===== src/rtl/bin2bcd_pkg.sv =====
// Shared definitions for the sequential binary-to-BCD converter.
//   state_t    : controller states (IDLE, SHIFT, DONE)
//   DEF_BIN_W  : default binary input width
//   DEF_DIGITS : default number of BCD digits
//   pow10(n)   : 10**n as a 64-bit constant, used as the overflow threshold
package bin2bcd_pkg;

  typedef enum logic [1:0] {
    IDLE  = 2'd0,
    SHIFT = 2'd1,
    DONE  = 2'd2
  } state_t;

  localparam int DEF_BIN_W  = 20;
  localparam int DEF_DIGITS = 6;

  function automatic logic [63:0] pow10(input int n);
    logic [63:0] r;
    r = 64'd1;
    for (int k = 0; k < n; k++) begin
      r = r * 64'd10;
    end
    return r;
  endfunction

endpackage


===== src/rtl/bin2bcd_seq_digit.sv =====
// Combinational double-dabble cell: adds 3 to a BCD nibble that is >= 5 so
// that the following left shift carries correctly into the next digit.
//   i_nib : scratch digit before correction
//   o_nib : corrected digit (i_nib + 3 when i_nib >= 5, else i_nib)
module bcd_dabble_digit (
  input  logic [3:0] i_nib,
  output logic [3:0] o_nib
);

  always_comb begin
    o_nib = i_nib;
    if (i_nib >= 4'd5) begin
      o_nib = i_nib + 4'd3;
    end
  end

endmodule


===== src/rtl/bin2bcd_seq.sv =====
// Sequential binary-to-BCD converter (shift-and-add-3, one bit per cycle).
// Feeds six seven-segment decoders: digit i of bcd drives HEXi.
// The last result is held between conversions so the display is steady.
//   clk       : clock, rising edge
//   rst_n     : synchronous active-low reset
//   in_valid  : in_bin holds a value to convert
//   in_ready  : high only while idle; transfer on in_valid && in_ready
//   in_bin    : unsigned binary value
//   bcd       : packed BCD result, digit 0 in [3:0]; all 4'hF on overflow
//   out_valid : one-cycle pulse when bcd/ovf/blank update
//   ovf       : last accepted value did not fit in DIGITS decimal digits
//   blank     : leading-zero mask, bit i set when digit i is a leading zero
module bin2bcd_seq
  import bin2bcd_pkg::*;
#(
  parameter int BIN_W  = DEF_BIN_W,
  parameter int DIGITS = DEF_DIGITS
) (
  input  logic                  clk,
  input  logic                  rst_n,
  input  logic                  in_valid,
  output logic                  in_ready,
  input  logic [BIN_W-1:0]      in_bin,
  output logic [4*DIGITS-1:0]   bcd,
  output logic                  out_valid,
  output logic                  ovf,
  output logic [DIGITS-1:0]     blank
);

  localparam int          BCD_W   = 4 * DIGITS;
  localparam int          CNT_W   = $clog2(BIN_W + 1);
  localparam logic [63:0] OVF_THR = pow10(DIGITS);

  state_t              r_state;
  logic [BIN_W-1:0]    r_bin_sr;
  logic [BCD_W-1:0]    r_scratch;
  logic [CNT_W-1:0]    r_cnt;
  logic                r_ovf_flag;
  logic [BCD_W-1:0]    r_bcd;
  logic                r_ovf;
  logic                r_out_valid;
  logic [DIGITS-1:0]   r_blank;

  logic [BCD_W-1:0]    w_adj;
  logic [DIGITS-1:0]   w_blank;
  logic                w_zero_above;

  // Add-3 correction applied to every scratch digit before each shift.
  for (genvar g = 0; g < DIGITS; g++) begin : g_digit
    bcd_dabble_digit u_digit (
      .i_nib (r_scratch[4*g +: 4]),
      .o_nib (w_adj[4*g +: 4])
    );
  end

  // Leading-zero mask from the finished scratch value; digit 0 is never
  // blanked so a zero result still shows a single "0".
  always_comb begin
    w_blank      = '0;
    w_zero_above = 1'b1;
    for (int i = DIGITS - 1; i >= 1; i--) begin
      w_zero_above = w_zero_above & (r_scratch[4*i +: 4] == 4'd0);
      w_blank[i]   = w_zero_above;
    end
  end

  always_ff @(posedge clk) begin
    if (!rst_n) begin
      r_state     <= IDLE;
      r_bin_sr    <= '0;
      r_scratch   <= '0;
      r_cnt       <= '0;
      r_ovf_flag  <= 1'b0;
      r_bcd       <= '0;
      r_ovf       <= 1'b0;
      r_out_valid <= 1'b0;
      r_blank     <= {{(DIGITS-1){1'b1}}, 1'b0};
    end else begin
      r_out_valid <= 1'b0;
      case (r_state)
        IDLE: begin
          if (in_valid) begin
            r_bin_sr   <= in_bin;
            r_scratch  <= '0;
            r_cnt      <= CNT_W'(BIN_W);
            r_ovf_flag <= (64'(in_bin) >= OVF_THR);
            r_state    <= SHIFT;
          end
        end
        SHIFT: begin
          // {scratch, bin_sr} shifts as one register; the carry out of the
          // top digit is dropped (only reachable when overflow is flagged).
          r_scratch <= {w_adj[BCD_W-2:0], r_bin_sr[BIN_W-1]};
          r_bin_sr  <= {r_bin_sr[BIN_W-2:0], 1'b0};
          r_cnt     <= r_cnt - CNT_W'(1);
          if (r_cnt == CNT_W'(1)) begin
            r_state <= DONE;
          end
        end
        DONE: begin
          if (r_ovf_flag) begin
            r_bcd   <= '1;
            r_ovf   <= 1'b1;
            r_blank <= '0;
          end else begin
            r_bcd   <= r_scratch;
            r_ovf   <= 1'b0;
            r_blank <= w_blank;
          end
          r_out_valid <= 1'b1;
          r_state     <= IDLE;
        end
        default: begin
          r_state <= IDLE;
        end
      endcase
    end
  end

  assign in_ready  = (r_state == IDLE);
  assign bcd       = r_bcd;
  assign ovf       = r_ovf;
  assign blank     = r_blank;
  assign out_valid = r_out_valid;

endmodule


===== config.mk =====
export PLATFORM = sky130hd
export DESIGN_NAME = bin2bcd_seq
export DESIGN_NICKNAME = d
export VERILOG_FILES = /design/src/rtl/bin2bcd_pkg.sv /design/src/rtl/bin2bcd_seq_digit.sv /design/src/rtl/bin2bcd_seq.sv
export SDC_FILE = /design/constraint.sdc
export NUM_CORES = 1
export LEC_CHECK = 0
export BUFFER_PORTS_ARGS = -buffer_cell sky130_fd_sc_hd__buf_2
export CELL_PAD_IN_SITES_DETAIL_PLACEMENT = 0
export CELL_PAD_IN_SITES_GLOBAL_PLACEMENT = 1
export CORE_ASPECT_RATIO = 1.4
export CORE_MARGIN = 8
export CORE_UTILIZATION = 32
export DETAILED_ROUTE_END_ITERATION = 8
export GPL_ROUTABILITY_DRIVEN = 1
export PLACE_DENSITY_LB_ADDON = 0.1
export SLEW_MARGIN = 20
export SYNTH_ARGS = -nofsm -noshare
export SYNTH_HDL_FRONTEND = slang
export SYNTH_SLANG_ARGS = --single-unit

===== constraint.sdc =====
create_clock -name clk -period 4.5 [get_ports clk]
set_input_delay 0.45 -clock clk [delete_from_list [all_inputs] [get_ports clk]]
set_output_delay 0.45 -clock clk [all_outputs]
set_load 0.05 [all_outputs]

## After elaboration in Yosys (flattened, before gate mapping)

Index checks and enable logic that the tools add are counted.

- Add/subtract/negate cells: 7
- Magnitude comparators: 7
- Equal/unequal tests: 5
- Multiplexer cells: 19
- Bitwise operators: 4
- Reduce and logical (&&, ||, !) cells: 10

Operators with widths:

| cell | number |
|---|---|
| 24-bit 2-to-1 mux | 2 |
| 24-bit one-hot mux with 2 select lines | 1 |
| 20-bit one-hot mux with 2 select lines | 1 |
| 4-bit by 3-bit >= comparator with 1-bit output (second input constant) | 6 |
| 4-bit by 2-bit adder with 4-bit output (second input constant) | 5 |
| 20-bit >= comparator (second input constant) | 1 |
| 4-bit zero test | 5 |
| 20-bit 2-to-1 mux | 1 |
| 4-bit 2-to-1 mux | 5 |
| 5-bit one-hot mux with 2 select lines | 1 |
| 6-bit 2-to-1 mux | 1 |
| 2-bit AND reduction | 3 |
| 5-bit by 1-bit == test with 1-bit output (second input constant) | 1 |
| 5-bit 2-to-1 mux | 1 |
| 5-bit by 1-bit subtractor with 5-bit output (second input constant) | 1 |
| 1-bit AND | 4 |
| 2-bit 2-to-1 mux | 2 |
| 2-bit != test (second input constant) | 2 |
| 2-bit one-hot mux with 2 select lines | 1 |
| 3-bit by 2-bit adder with 3-bit output (second input constant) | 1 |
| 3-bit 2-to-1 mux | 1 |
| 2-bit by 1-bit == test with 1-bit output (second input constant) | 1 |
| 2-bit == test (second input constant) | 1 |
| 2-bit zero test | 1 |
| other kinds (2) | 3 |

- Register bits: 84
- Bits of input ports: 23
- Output and inout port bits: 33
- Logic and storage cells: 61

## Logic depth before layout (Yosys ltp)

- Depth in word-level cells: 6
- Depth in mapped cells: 6
- Gate-level depth less buffers: 6

## By module

From an unflattened synthesis, not the netlist that was laid out.

- Cells, all modules: 439
- Area total of the unflattened synthesis: 3,829.9 sq um

By module, submodules not included:

| module | times used | cells each | area each (sq um) | sequential area each (sq um) |
|---|---|---|---|---|
| bin2bcd_seq | 1 | 343 | 3,221.8 | 1,661.6 |
| bcd_dabble_digit | 6 | 16 | 101.3 | 0.0 |

## Worst setup path before layout

Ideal clock, no wire load.

- Path type: reg-to-reg
- From: register r_state[0]
- To: register r_scratch[3]
- Library setup time: 0.132 ns
- Arrival: 1.668 ns
- Required time: 4.368 ns
- Slack: 2.699 ns
- Stages on the path, launching flop included: 6
- Buffers on the path: 1
- Period minus slack after synthesis: 1.801 ns
- Path through: dfxtp_1 buf_6 nor2_1 a21oi_1 o21ai_0 a21oi_1

- Longest elaborated chain between the ends: 3
- Elaborated cells on any way between the ends: 6
- Classes of those cells: 2 x eq/ne; 1 x mux; 3 x reduce/logical

Ends and longest elaborated chain:

| element | line | RTL |
|---|---|---|
| start: declaration | bin2bcd_seq.sv:34 | `state_t r_state;` |
| start signal: assignment | bin2bcd_seq.sv:69 | `r_state <= IDLE;` |
| start signal: assignment | bin2bcd_seq.sv:87 | `r_state <= SHIFT;` |
| start signal: assignment | bin2bcd_seq.sv:97 | `r_state <= DONE;` |
| 2-bit zero test * | - |  |
| via in_ready | bin2bcd_seq.sv:22 | `output logic in_ready,` |
| 2-bit != test (no line) / 2-bit nonzero test (equally long branches) | - |  |
| 2-bit AND reduction (no line) | - |  |
| end signal: assignment | bin2bcd_seq.sv:93 | `r_scratch <= {w_adj[BCD_W-2:0], r_bin_sr[BIN_W-1]};` |
| end: declaration | bin2bcd_seq.sv:36 | `logic [BCD_W-1:0] r_scratch;` |

The timed path passes the listed nets; every way through them passes the cells marked *.
A chain may end at the register's enable or synchronous reset.

## Final worst setup path

- From: register r_state[1]
- To: register r_blank[1], in the netlist blank[1]

- Longest elaborated chain between the ends: 1

Ends and longest elaborated chain:

| element | line | RTL |
|---|---|---|
| 2-bit == test | bin2bcd_seq.sv:80 | `case (r_state)` |
| end signal: assignment | bin2bcd_seq.sv:77 | `r_blank <= {{(DIGITS-1){1'b1}}, 1'b0};` |
| end signal: assignment | bin2bcd_seq.sv:108 | `r_blank <= w_blank;` |
| end: declaration | bin2bcd_seq.sv:42 | `logic [DIGITS-1:0] r_blank;` |

No other way between the ends.

==> flow_summary.yaml <==
timing:
  holdWs_ps: 443
  finalCriticalPeriod_ps: 2360
  hold_viol_final: 0
  tightest_slew_ps: 1000
  rsz0062_at_grt: "no"
  setup_viol: 0
  relSlewSlack_pct: 33.3
  skew_ps: 5.14
  fin_tns_setup_ps: 0
  slew_viol_final: 0
  clock.fmax_mhz: 423
  fin_crit_sh_pct: 52.5
critical_path:
  crit_path_max_fanout: 27
  crit_type: "register to register"
  cp_slowest_stage_delay_ps: 840
  cpMaxStageDelayCell: "and2b_1"
  reg2reg_depth: 4
  path_cells: "and2b_1, nand4b_4, or4_4, o211ai_2"
  required_ps: 4760
  r2r_slack_ps: 2140
  crit_path_end_kind: "register"
  startpoint_type: "register"
  cp.arrival_ps: 2620
synthesis:
  synth_cell_types: 45
  synth_edf_count: 0
  ys.flop_type: "dfxtp_1"
  synth_common_cells: "dfxtp_1, nor2_1, nor3_1, nand2_1"
  synth_warnings: 0
  synth_top_area_share_pct: 45.0
  syn-num-nets: 481
  yosysMostFrequentCell: "dfxtp_1"
  syn-cell-area_um2: 3700
  synth_cells: 439
  synth-seq-cells: 83
  synth_area_per_cell_um2: 8.42
  async_reset_ff_share_pct: 0
  synth_seq_area_share_pct: 45.0
  synth_top_area_cell: "dfxtp_1"
  synth.area.top_cells: "dfxtp_1, nor2_1, nor3_1, ha_1, o221ai_1"
clock_network:
  root_buffer: "clkbuf_16"
  cts_hold_buf: 0
  post_cts_buffers: 0
  clkTransAtPathRegs_ps: 60
  clock_path_buffers: 2
  cts_tree: "built"
  clk_latency_ps: 330
  htreeDepth: 3
  cts_repair_resize_count: 0
  numCtsBuffers: 9
  cts_sinks: 83
die:
  core_area_um2: 11300
  initial_core_util_pct: 32.8
  die-area_um2: 15300
  io_pins: 56
  dieHeight_um: 143
  die_x_um: 107
  rows: 46
cells_and_area:
  nFillCells: 1215
  antennaDiodeCount: 0
  area_growth_pct: 19.2
  finish.utilization_pct: 39.1
  num-nets-final: 522
  layout-drive-gt1-share_pct: 18.1
  layout.cells.non_filler: 629
detailed_routing:
  drcViolationCount: 0
  vias_per_cell: 5.10
  ant_nets: 0
  finalWirelength_mm: 9.53
  routedWlPerCell_um: 15.1
  route.vias.total: 3210
  drt_iter0_drc: 114
  first_pass_iters: 4
placement:
  gp_congestion: 0.763
  place_hpwl_mm: 6.65
  placed_cells_incl_taps: 613
  port_buffers: 54
min_path:
  worstHoldPathType: "input pin to register"
  whs_path_depth: 3
global_route:
  antenna_found_initial: 0
  grt_overflow: 0
  grt_max_degree: 31
  grt_pass1_wl_mm: 16.3
  grt.total_usage_pct: 13.2
  grt_pass1_vias: 3202
pwr:
  vdd_ir_drop_max_mv: 0.172
  p_per_area_nw_per_um2: 399
  leakagePower_nw: 1.77
run_status:
  outcome: "finished clean"
flow_run:
  max-cap-violations: 0
## critical path, delay by kind of cell (launching register included)
kind | cells | cell delay, ps
AO/OA/AOI/OAI | 1 | 160
AND/OR/NAND/NOR | 3 | 1660
flip-flops | 1 | 480
## cell usage in the layout, fill, tap and decap left out, types with 14 or more instances in the layout
master	synthesis	final
nand2_1	33	33
nor3_1	50	50
o21ai_0	19	19
buf_2	1	54
a21oi_1	22	22
nor2_1	78	78
o221ai_1	18	18
ha_1	19	19
dfxtp_1	83	83
inv_1	14	14
## final cells by class
cell class | count | area, um^2 | share of cell area [%]
Multi-Input combinational cell | 312 | 1850 | 42.0
Clock inverter | 3 | 67.6 | 1.53
Inverter | 15 | 56.3 | 1.28
Clock buffer | 13 | 280 | 6.36
Tap cell | 144 | 180 | 4.09
Timing Repair Buffer | 59 | 308 | 6.99
Sequential cell | 83 | 1660 | 37.7
## metal layers
layer | routed length (um) | GRT usage, %
met3 | 647 | 3.88
met4 | 119 | 4.91
met1 | 4350 | 16.1
met2 | 4410 | 21.4
met5 | 0 | 0
## sequential cells by signal (all words and copies together) (netlist names)
| register | cells |
|---|---|
| blank | 5 |
| r_bin_sr | 20 |
| r_scratch | 24 |
| out_valid | 1 |
| r_cnt | 5 |
| bcd | 24 |
| r_ovf_flag | 1 |
| r_state | 2 |
| ovf | 1 |
## where the power goes
part | switching [mW] | total (mW) | internal [mW] | leakage [nW]
sequential | 0.0186 | 0.782 | 0.763 | 0.675
clock | 0.284 | 0.831 | 0.547 | 0.168
combinational | 0.0946 | 0.143 | 0.0487 | 0.922
total | 0.398 | 1.76 | 1.36 | 1.77
## metrics by stage
step                      instance area (um^2)  setup WS [ps]  total power, mW
after CTS                                 4400           2100             1.79
after global routing                      4410           1920             1.84
after detailed placement                  4060           2110            0.943
final                                     4410           2140             1.76
after global placement                    4060           2120            0.942
after floorplan                           3700           2700            0.899
## kinds of logic after synthesis
family	share of synthesized area (%)
AOI/OAI and AO/OA	15.3
xor gates and xnor gates	1.66
adders and majority gates	6.43
buffers and inverters	5.01
DFF	45.0
muxes	2.13
other	0.101
and+or+nand+nor	24.4
## final timing paths
path            endpoint        from
max             blank[1]  r_state[1]
min          r_bin_sr[2]   in_bin[2]
max reg2reg     blank[1]  r_state[1]
min reg2reg          ovf         ovf
(Power assumes the default switching activity.)
